$ cat config.mk
export PLATFORM = sky130hd
export DESIGN_NAME = eflags_reg_unit_flat
export DESIGN_NICKNAME = d
export VERILOG_FILES = /design/src/rtl/eflags_reg_unit_pkg.sv /design/src/rtl/eflags_reg_unit_if.sv /design/src/rtl/eflags_reg_unit_compute.sv /design/src/rtl/eflags_reg_unit.sv /design/src/flat_wrapper.sv
export SDC_FILE = /design/constraint.sdc
export NUM_CORES = 1
export LEC_CHECK = 0
export BUFFER_PORTS_ARGS = -buffer_cell sky130_fd_sc_hd__clkbuf_2
export CAP_MARGIN = 0
export CORE_MARGIN = 2
export CORE_UTILIZATION = 41
export DETAILED_ROUTE_END_ITERATION = 7
export GPL_TIMING_DRIVEN = 0
export PLACE_DENSITY = 0.92
export SLEW_MARGIN = 10
export SYNTH_ARGS = -nofsm -noshare
export SYNTH_HDL_FRONTEND = slang
export SYNTH_HIERARCHICAL = 1
export SYNTH_SLANG_ARGS = --single-unit
$ cat constraint.sdc
create_clock -name i_clk -period 6.6 [get_ports i_clk]
set_clock_uncertainty 0.2 [all_clocks]
set_input_delay 1.32 -clock i_clk [delete_from_list [all_inputs] [get_ports i_clk]]
set_output_delay 1.32 -clock i_clk [all_outputs]
set_load 0.01 [all_outputs]
$ cat src/rtl/eflags_reg_unit_pkg.sv
// Shared EFLAGS definitions: bit positions, size/op encodings, mask order, FSM states.
// Latency: n/a (definitions only).
// Backpressure: n/a.
package eflags_reg_unit_pkg;

    // Architectural bit positions inside the 32-bit register
    localparam int OF_BIT = 11;
    localparam int DF_BIT = 10;
    localparam int SF_BIT = 7;
    localparam int ZF_BIT = 6;
    localparam int AF_BIT = 4;
    localparam int PF_BIT = 2;
    localparam int CF_BIT = 0;

    // Bits that physically exist; everything else reads as zero
    localparam logic [31:0] FLAGS_IMPL = 32'h0000_0CD5;

    // wb_size encodings (2'b11 behaves like 32-bit)
    localparam logic [1:0] SZ_8  = 2'b00;
    localparam logic [1:0] SZ_16 = 2'b01;
    localparam logic [1:0] SZ_32 = 2'b10;

    // wb_op encodings; unlisted values are no-ops
    localparam logic [2:0] OP_ADD   = 3'd0;
    localparam logic [2:0] OP_SUB   = 3'd1;
    localparam logic [2:0] OP_LOGIC = 3'd2;
    localparam logic [2:0] OP_LOAD  = 3'd3;
    localparam logic [2:0] OP_CMC   = 3'd4;
    localparam logic [2:0] OP_SETDF = 3'd5;
    localparam logic [2:0] OP_CLRDF = 3'd6;

    // Mask / candidate vector order {OF,DF,SF,ZF,AF,PF,CF}
    localparam int M_OF = 6;
    localparam int M_DF = 5;
    localparam int M_SF = 4;
    localparam int M_ZF = 3;
    localparam int M_AF = 2;
    localparam int M_PF = 1;
    localparam int M_CF = 0;

    typedef enum logic [1:0] {ST_IDLE, ST_BUSY, ST_FULL} state_e;

    // Replace each enabled flag of cur with its candidate value
    function automatic logic [31:0] apply_mask(input logic [31:0] cur,
                                               input logic [6:0]  cand,
                                               input logic [6:0]  en);
        logic [31:0] r;
        r = cur;
        if (en[M_OF]) r[OF_BIT] = cand[M_OF];
        if (en[M_DF]) r[DF_BIT] = cand[M_DF];
        if (en[M_SF]) r[SF_BIT] = cand[M_SF];
        if (en[M_ZF]) r[ZF_BIT] = cand[M_ZF];
        if (en[M_AF]) r[AF_BIT] = cand[M_AF];
        if (en[M_PF]) r[PF_BIT] = cand[M_PF];
        if (en[M_CF]) r[CF_BIT] = cand[M_CF];
        return r;
    endfunction

endpackage

$ cat src/rtl/eflags_reg_unit_if.sv
// Bundle between decode/writeback and the EFLAGS unit.
// Latency: n/a (wires only).
// Backpressure: alloc uses alloc_ready; writeback is always accepted.
interface eflags_reg_unit_if #(parameter int DATA_W = 32);
    logic              alloc_valid;
    logic              alloc_ready;
    logic              wb_valid;
    logic [1:0]        wb_size;
    logic [2:0]        wb_op;
    logic [DATA_W-1:0] wb_a;
    logic [DATA_W-1:0] wb_b;
    logic [DATA_W-1:0] wb_result;
    logic              wb_cf;
    logic              wb_af;
    logic [6:0]        wb_mask;
    logic              squash;
    logic [31:0]       flags;
    logic [31:0]       flags_fwd;
    logic              flags_busy;
    logic              pend_err;

    modport master (
        output alloc_valid, wb_valid, wb_size, wb_op, wb_a, wb_b, wb_result,
               wb_cf, wb_af, wb_mask, squash,
        input  alloc_ready, flags, flags_fwd, flags_busy, pend_err
    );

    modport slave (
        input  alloc_valid, wb_valid, wb_size, wb_op, wb_a, wb_b, wb_result,
               wb_cf, wb_af, wb_mask, squash,
        output alloc_ready, flags, flags_fwd, flags_busy, pend_err
    );
endinterface

$ cat src/rtl/eflags_reg_unit_compute.sv
// Next-EFLAGS calculator from a writeback and the current flags (also used by decode predictor).
// Latency: combinational.
// Backpressure: none.
module eflags_reg_unit_compute
    import eflags_reg_unit_pkg::*;
#(
    parameter int DATA_W = 32
) (
    input  logic [31:0]       i_flags,
    input  logic              i_wb_valid,
    input  logic [1:0]        i_size,
    input  logic [2:0]        i_op,
    input  logic [DATA_W-1:0] i_a,
    input  logic [DATA_W-1:0] i_b,
    input  logic [DATA_W-1:0] i_result,
    input  logic              i_cf,
    input  logic              i_af,
    input  logic [6:0]        i_mask,
    output logic [31:0]       o_flags_nxt
);
    logic        w_a_m;
    logic        w_b_m;
    logic        w_r_m;
    logic        w_zf;
    logic        w_pf;
    logic [6:0]  w_cand;
    logic [31:0] w_nxt;
    logic        w_unused;

    // Operand bits not selected by the size only feed the sign/zero pickers
    assign w_unused = ^{i_a, i_b};

    assign w_pf = ~^i_result[7:0];

    // Pick sign bits and zero test at the selected operand size
    always_comb begin
        w_a_m = i_a[31];
        w_b_m = i_b[31];
        w_r_m = i_result[31];
        w_zf  = ~|i_result[31:0];
        case (i_size)
            SZ_8: begin
                w_a_m = i_a[7];
                w_b_m = i_b[7];
                w_r_m = i_result[7];
                w_zf  = ~|i_result[7:0];
            end
            SZ_16: begin
                w_a_m = i_a[15];
                w_b_m = i_b[15];
                w_r_m = i_result[15];
                w_zf  = ~|i_result[15:0];
            end
            default: ;
        endcase
    end

    // Build candidate flags per op and merge through the write mask
    always_comb begin
        w_cand = '0;
        w_nxt  = i_flags;
        case (i_op)
            OP_ADD, OP_SUB, OP_LOGIC: begin
                w_cand[M_SF] = w_r_m;
                w_cand[M_ZF] = w_zf;
                w_cand[M_PF] = w_pf;
                if (i_op == OP_ADD) begin
                    w_cand[M_OF] = (w_a_m == w_b_m) & (w_r_m != w_a_m);
                    w_cand[M_AF] = i_af;
                    w_cand[M_CF] = i_cf;
                end else if (i_op == OP_SUB) begin
                    w_cand[M_OF] = (w_a_m != w_b_m) & (w_r_m != w_a_m);
                    w_cand[M_AF] = i_af;
                    w_cand[M_CF] = i_cf;
                end
                // DF is never written by arithmetic/logic results
                w_nxt = apply_mask(i_flags, w_cand, i_mask & 7'b101_1111);
            end
            OP_LOAD: begin
                w_cand = {i_result[OF_BIT], i_result[DF_BIT], i_result[SF_BIT],
                          i_result[ZF_BIT], i_result[AF_BIT], i_result[PF_BIT],
                          i_result[CF_BIT]};
                w_nxt  = apply_mask(i_flags, w_cand, i_mask);
            end
            OP_CMC:   w_nxt[CF_BIT] = ~i_flags[CF_BIT];
            OP_SETDF: w_nxt[DF_BIT] = 1'b1;
            OP_CLRDF: w_nxt[DF_BIT] = 1'b0;
            default:  ;
        endcase
        if (!i_wb_valid) begin
            w_nxt = i_flags;
        end
    end

    assign o_flags_nxt = w_nxt & FLAGS_IMPL;

endmodule

$ cat src/rtl/eflags_reg_unit.sv
// Architectural EFLAGS register with in-flight flag-writer tracking.
// Latency: flags update on the edge after wb_valid; flags_fwd bypasses the same cycle.
// Backpressure: alloc_ready drops when MAX_INFLIGHT writers are pending; writeback never stalls.
module eflags_reg_unit
    import eflags_reg_unit_pkg::*;
#(
    parameter int          DATA_W       = 32,
    parameter int          MAX_INFLIGHT = 4,
    parameter logic [31:0] RESET_FLAGS  = 32'h0
) (
    input logic               i_clk,
    input logic               i_rst_n,
    eflags_reg_unit_if.slave  bus
);
    localparam int                CNT_W   = $clog2(MAX_INFLIGHT + 1);
    localparam logic [CNT_W-1:0]  CNT_MAX = CNT_W'(MAX_INFLIGHT);

    logic [31:0]      r_flags;
    logic [CNT_W-1:0] r_cnt;
    logic             r_err;
    state_e           r_state;

    logic [31:0]      w_flags_nxt;
    logic [CNT_W-1:0] w_cnt_nxt;
    logic             w_err_set;
    logic             w_inc;
    logic             w_dec;
    logic             w_ready;
    state_e           w_state_nxt;

    eflags_reg_unit_compute #(.DATA_W(DATA_W)) u_compute (
        .i_flags     (r_flags),
        .i_wb_valid  (bus.wb_valid),
        .i_size      (bus.wb_size),
        .i_op        (bus.wb_op),
        .i_a         (bus.wb_a),
        .i_b         (bus.wb_b),
        .i_result    (bus.wb_result),
        .i_cf        (bus.wb_cf),
        .i_af        (bus.wb_af),
        .i_mask      (bus.wb_mask),
        .o_flags_nxt (w_flags_nxt)
    );

    assign w_ready = (r_state != ST_FULL);
    assign w_inc   = bus.alloc_valid & w_ready & ~bus.squash;
    assign w_dec   = bus.wb_valid;

    // Pending-writer count update; squash wins and suppresses underflow errors
    always_comb begin
        w_cnt_nxt = r_cnt;
        w_err_set = 1'b0;
        if (bus.squash) begin
            w_cnt_nxt = '0;
        end else if (w_inc && !w_dec) begin
            w_cnt_nxt = r_cnt + CNT_W'(1);
        end else if (!w_inc && w_dec) begin
            if (r_cnt == '0) begin
                w_err_set = 1'b1;
            end else begin
                w_cnt_nxt = r_cnt - CNT_W'(1);
            end
        end
    end

    // Occupancy state follows the next count value
    always_comb begin
        w_state_nxt = ST_BUSY;
        if (bus.squash || w_cnt_nxt == '0) begin
            w_state_nxt = ST_IDLE;
        end else if (w_cnt_nxt == CNT_MAX) begin
            w_state_nxt = ST_FULL;
        end
    end

    // FSM state register
    always_ff @(posedge i_clk) begin
        if (!i_rst_n) begin
            r_state <= ST_IDLE;
        end else begin
            r_state <= w_state_nxt;
        end
    end

    // Flags, pending count and sticky protocol error
    always_ff @(posedge i_clk) begin
        if (!i_rst_n) begin
            r_flags <= RESET_FLAGS & FLAGS_IMPL;
            r_cnt   <= '0;
            r_err   <= 1'b0;
        end else begin
            r_flags <= w_flags_nxt;
            r_cnt   <= w_cnt_nxt;
            r_err   <= r_err | w_err_set;
        end
    end

    assign bus.alloc_ready = w_ready;
    assign bus.flags_busy  = (r_state != ST_IDLE);
    assign bus.flags       = r_flags;
    assign bus.flags_fwd   = w_flags_nxt;
    assign bus.pend_err    = r_err;

endmodule

$ cat src/flat_wrapper.sv
// flat-port wrapper written by rule: the top's interface ports become plain ports
module eflags_reg_unit_flat import eflags_reg_unit_pkg::*;
#(
    parameter int          DATA_W       = 32,
    parameter int          MAX_INFLIGHT = 4,
    parameter logic [31:0] RESET_FLAGS  = 32'h0
)
  (i_clk, i_rst_n, bus_alloc_valid, bus_wb_valid, bus_wb_size, bus_wb_op, bus_wb_a, bus_wb_b, bus_wb_result, bus_wb_cf, bus_wb_af, bus_wb_mask, bus_squash, bus_alloc_ready, bus_flags, bus_flags_fwd, bus_flags_busy, bus_pend_err);
  eflags_reg_unit_if #(.DATA_W(DATA_W)) bus_i ();
  input logic i_clk;
  input logic i_rst_n;
  input wire logic [$bits(bus_i.alloc_valid)-1:0] bus_alloc_valid;
  input wire logic [$bits(bus_i.wb_valid)-1:0] bus_wb_valid;
  input wire logic [$bits(bus_i.wb_size)-1:0] bus_wb_size;
  input wire logic [$bits(bus_i.wb_op)-1:0] bus_wb_op;
  input wire logic [$bits(bus_i.wb_a)-1:0] bus_wb_a;
  input wire logic [$bits(bus_i.wb_b)-1:0] bus_wb_b;
  input wire logic [$bits(bus_i.wb_result)-1:0] bus_wb_result;
  input wire logic [$bits(bus_i.wb_cf)-1:0] bus_wb_cf;
  input wire logic [$bits(bus_i.wb_af)-1:0] bus_wb_af;
  input wire logic [$bits(bus_i.wb_mask)-1:0] bus_wb_mask;
  input wire logic [$bits(bus_i.squash)-1:0] bus_squash;
  output wire logic [$bits(bus_i.alloc_ready)-1:0] bus_alloc_ready;
  output wire logic [$bits(bus_i.flags)-1:0] bus_flags;
  output wire logic [$bits(bus_i.flags_fwd)-1:0] bus_flags_fwd;
  output wire logic [$bits(bus_i.flags_busy)-1:0] bus_flags_busy;
  output wire logic [$bits(bus_i.pend_err)-1:0] bus_pend_err;
  assign bus_i.alloc_valid = bus_alloc_valid;
  assign bus_i.wb_valid = bus_wb_valid;
  assign bus_i.wb_size = bus_wb_size;
  assign bus_i.wb_op = bus_wb_op;
  assign bus_i.wb_a = bus_wb_a;
  assign bus_i.wb_b = bus_wb_b;
  assign bus_i.wb_result = bus_wb_result;
  assign bus_i.wb_cf = bus_wb_cf;
  assign bus_i.wb_af = bus_wb_af;
  assign bus_i.wb_mask = bus_wb_mask;
  assign bus_i.squash = bus_squash;
  assign bus_alloc_ready = bus_i.alloc_ready;
  assign bus_flags = bus_i.flags;
  assign bus_flags_fwd = bus_i.flags_fwd;
  assign bus_flags_busy = bus_i.flags_busy;
  assign bus_pend_err = bus_i.pend_err;
  eflags_reg_unit #(.DATA_W(DATA_W), .MAX_INFLIGHT(MAX_INFLIGHT), .RESET_FLAGS(RESET_FLAGS)) u_core (.i_clk(i_clk), .i_rst_n(i_rst_n), .bus(bus_i));
endmodule
==> tab_implementation.tex <==
\begin{tabular}{lr}
\hline
Metric & Value \\
\hline
\multicolumn{2}{l}{\textbf{Run status}} \\
\quad Run status & complete, no violations \\
\multicolumn{2}{l}{\textbf{GRT}} \\
\quad Overflow left after global routing & 0 \\
\quad Number of global-route vias before repair & 1772 \\
\quad Initial antenna violation count & 0 \\
\quad Global Route Usage Sum & 16.7\% \\
\quad First-pass GRT wire length & 6950 um \\
\quad Pin count of the biggest net entering global routing & 14 \\
\multicolumn{2}{l}{\textbf{Synth}} \\
\quad Total number of yosys warnings & 6 \\
\quad Synthesis-stage register bit count & 38 \\
\quad Mean post-synth cell area & 8.97 um\^{}2 \\
\quad Flip-flop cell with the highest count after synthesis & sky130\_fd\_sc\_hd\_\_dfxtp\_1 \\
\quad Dominant cell type by area after synthesis & sky130\_fd\_sc\_hd\_\_dfxtp\_1 \\
\quad Number of enable-type register cells in the synthesized netlist & 0 \\
\quad Top post-synthesis cells by area & sky130\_fd\_sc\_hd\_\_dfxtp\_1 39\%, sky130\_fd\_sc\_hd\_\_and2\_1 11\%, sky130\_fd\_sc\_hd\_\_buf\_4 9.6\% \\
\quad Portion of synthesized cell area occupied by the leading cell type & 39.1\% \\
\quad Combined area of all synthesized cells & 1950 um\^{}2 \\
\quad Post-synthesis instance total & 217 \\
\quad Post-synthesis cell type count & 46 \\
\quad Synth async-reset ratio & 0\% \\
\quad Sequential area share after synthesis & 39.1\% \\
\multicolumn{2}{l}{\textbf{Detailed routing}} \\
\quad Detailed Route WL & 4490 um \\
\quad DRT Pass-1 Iters & 4 \\
\quad Initial detailed-routing violation count & 84 \\
\quad Average detailed-routed wire length per instance & 11.2 um \\
\quad Routed via count divided by cell count & 4.68 \\
\quad ANT nets after route & 0 \\
\quad DRC & 0 \\
\quad Total via count in the routed design & 1870 \\
\multicolumn{2}{l}{\textbf{Timing}} \\
\quad Max Clock Freq & 221 MHz \\
\quad Post-route clock period utilization & 68.6\% \\
\quad Final setup viols & 0 \\
\quad Final-report max-slew violation count & 0 \\
\quad Post-layout minimum cycle time & 4.53 ns \\
\quad Final hold violations & 0 \\
\quad RSZ-0062 raised after global routing & false \\
\quad Total negative setup slack & 0 ns \\
\quad Setup slack of the critical path after layout & 2.07 ns \\
\multicolumn{2}{l}{\textbf{Finish}} \\
\quad Net total in the final layout & 467 \\
\quad Final instance count without filler cells & 400 \\
\quad Fraction of final layout cells with drive strength greater than 1 & 40.8\% \\
\quad Antenna cells & 0 \\
\quad Utilization after layout & 57.5\% \\
\quad Area added between synthesis and finish & 37.7\% \\
\multicolumn{2}{l}{\textbf{Job}} \\
\quad Max-cap check violation count & 0 \\
\multicolumn{2}{l}{\textbf{Critical path}} \\
\quad Arrival time at the worst endpoint & 3.01 ns \\
\quad Launch instance of the worst register-to-register path & u\_core/r\_cnt[0] \\
\quad Number of cell instances on the worst register-to-register path & 7 \\
\quad Nature of the critical path endpoint & primary output \\
\quad Crit Path Class & in2out \\
\quad Endpoint of the worst-slack reg-to-reg timing path & u\_core/r\_state[1] \\
\quad Largest fanout on the critical path & 4 \\
\quad Launching element type of the critical path & primary input \\
\quad Endpoint required time on the critical path & 5.08 ns \\
\quad Flop-to-flop setup slack & 4.78 ns \\
\multicolumn{2}{l}{\textbf{Placed design}} \\
\quad Minimum setup slack after placement & 2.09 ns \\
\quad Sum of net half-perimeters after detailed placement & 3840 um \\
\quad I/O Buffers & 97 \\
\quad Placed cell count & 392 \\
\quad Final weighted congestion in routability-driven placement & 0.855 \\
\multicolumn{2}{l}{\textbf{Floorplanning}} \\
\quad Die X & 72.9 um \\
\quad Total Die Area & 5320 um\^{}2 \\
\quad Top-level port count & 182 \\
\quad Area inside the core boundary & 4660 um\^{}2 \\
\quad Std cell rows & 25 \\
\quad Initial core utilization & 41.8\% \\
\quad Vertical die dimension & 72.9 um \\
\multicolumn{2}{l}{\textbf{Power and ir drop}} \\
\quad Pwr Density & 193 nW/um\^{}2 \\
\quad Leakage power total & 1.42 nW \\
\quad Post-layout power & 0.000517 W \\
\quad Highest ir drop seen on vdd & 142 uV \\
\multicolumn{2}{l}{\textbf{Worst hold path}} \\
\quad Hold path start & u\_core/bus.pend\_err \\
\quad Kind of path behind the tightest hold check & reg2reg \\
\quad WHS Endpoint & u\_core/bus.pend\_err \\
\quad WHS Path Cells & 2 \\
\multicolumn{2}{l}{\textbf{CTS}} \\
\quad Post-CTS setup buffer count & 0 \\
\quad Root Buffer Master & sky130\_fd\_sc\_hd\_\_clkbuf\_8 \\
\quad Inserted Clock Buffers & 5 \\
\quad Resize count post-CTS & 0 \\
\quad Clk buf depth & 2 \\
\quad TritonCTS clock tree & yes \\
\quad Clock slew at reported path FFs & 0.07 ns \\
\quad Number of buffers added to fix hold violations after cts & 0 \\
\quad CTS sink cnt & 38 \\
\quad Level count of the clock H-tree & 2 \\
\quad Worst-skew pair later-pin latency & 0.27 ns \\
\hline
\end{tabular}
-- sequential cells by signal, indices dropped and copies added (netlist names) --
register             flops
u_core/r_cnt             3
u_core/bus.flags        32
u_core/bus.pend_err      1
u_core/r_state           2
-- metal layers --
| metal | global-route usage, % | up-vias | wire (um) |
|---|---|---|---|
| li1 | - | 949 | - |
| met1 | 16.2 | 835 | 1690 |
| met2 | 31.6 | 84 | 2320 |
| met3 | 5.52 | 2 | 448 |
| met4 | 7.82 | 0 | 34 |
| met5 | 0 | - | 0 |
-- power breakdown --
| group | total, W | internal [W] | leakage (nW) | switching [W] |
|---|---|---|---|---|
| Combinational | 0.000116 | 0.0000557 | 1.05 | 0.0000602 |
| Sequential | 0.000246 | 0.000241 | 0.314 | 0.00000428 |
| Clock | 0.000155 | 0.0000841 | 0.0482 | 0.0000713 |
-- Yosys cell counts, drive strengths merged (3+ instances only) --
library cell	count
nor2	11
ha	7
a21oi	12
dfxtp	38
inv	15
a31oi	5
clkbuf	4
nand2b	5
mux2i	5
nand2	7
nor4	6
o21ai	9
nand4	3
buf	26
and2	33
-- cell families (layout without fill, tap and decap cells) --
group	Yosys count	after routing	share of synthesized area (%)
AND/OR/NAND/NOR	78	78	24.5
buffers and inverters	45	150	13.6
AO/OA/AOI/OAI	38	38	12.9
flip-flops	38	38	39.1
adder cells (fa/ha/maj)	7	7	4.50
multiplexers	7	7	3.92
XOR/XNOR	3	3	1.35
other	1	25	0.193
-- final cells by class --
class | count | area [um^2]
fill | 428 | 1980
multi-input combinational | 158 | 1010
sequential | 38 | 761
timing repair buffer | 97 | 485
buffer | 30 | 208
clock buffer | 7 | 86.3
tap | 54 | 67.6
inverter | 15 | 56.3
clock inverter | 1 | 5.00
-- how the worst max path moves through the flow --
stage,startpoint,to,slack [ns],cells past startpoint
global route,bus_wb_size[0],bus_flags_fwd[11],2.00,7
floorplan,bus_wb_size[0],bus_flags_fwd[11],2.47,5
CTS,bus_wb_size[0],bus_flags_fwd[11],2.08,7
detailed placement,bus_wb_size[0],bus_flags_fwd[11],2.09,7
finish,bus_wb_size[0],bus_flags_fwd[11],2.07,7
global placement,bus_wb_size[0],bus_flags_fwd[11],2.13,7
-- critical path, stage by stage --
cell and delay [ns]:
sky130_fd_sc_hd__clkbuf_2 0.15, sky130_fd_sc_hd__mux2_4 0.33, sky130_fd_sc_hd__o21ai_2 0.16, sky130_fd_sc_hd__or4b_1 0.45, sky130_fd_sc_hd__and3_1 0.19, sky130_fd_sc_hd__o31ai_2 0.23
sky130_fd_sc_hd__clkbuf_2 0.18
-- layout by cell type (no fill, tap or decap), types with 2 or more instances in the layout --
master / synthesis / final
sky130_fd_sc_hd__clkbuf_2: 0 / 97
sky130_fd_sc_hd__dfxtp_1: 38 / 38
sky130_fd_sc_hd__and2_1: 33 / 33
sky130_fd_sc_hd__buf_4: 25 / 25
sky130_fd_sc_hd__conb_1: 1 / 25
sky130_fd_sc_hd__inv_1: 14 / 14
sky130_fd_sc_hd__a21oi_1: 12 / 12
sky130_fd_sc_hd__nor2_1: 11 / 11
sky130_fd_sc_hd__o21ai_0: 7 / 7
sky130_fd_sc_hd__ha_1: 7 / 7
sky130_fd_sc_hd__nand2_1: 7 / 7
sky130_fd_sc_hd__clkbuf_8: 0 / 6
sky130_fd_sc_hd__nor4_1: 6 / 6
sky130_fd_sc_hd__clkbuf_1: 4 / 5
sky130_fd_sc_hd__mux2i_1: 5 / 5
sky130_fd_sc_hd__a31oi_1: 5 / 5
sky130_fd_sc_hd__nand2b_1: 3 / 3
sky130_fd_sc_hd__nand4_1: 3 / 3
sky130_fd_sc_hd__or2_2: 2 / 2
sky130_fd_sc_hd__nand2b_4: 2 / 2
sky130_fd_sc_hd__o211ai_1: 2 / 2
sky130_fd_sc_hd__and3_1: 2 / 2
sky130_fd_sc_hd__xnor2_1: 2 / 2
sky130_fd_sc_hd__nand3b_1: 2 / 2
-- through the flow --
stage          hold slack [ns]  area, um^2
5_1_grt                  0.300        2680
4_1_cts                  0.278        2680
3_3_place_gp             0.264        2590
2_1_floorplan            0.249        2040
3_5_place_dp             0.255        2590
6_report                 0.282        2680
Note: power is estimated with default switching activity, not from simulation.
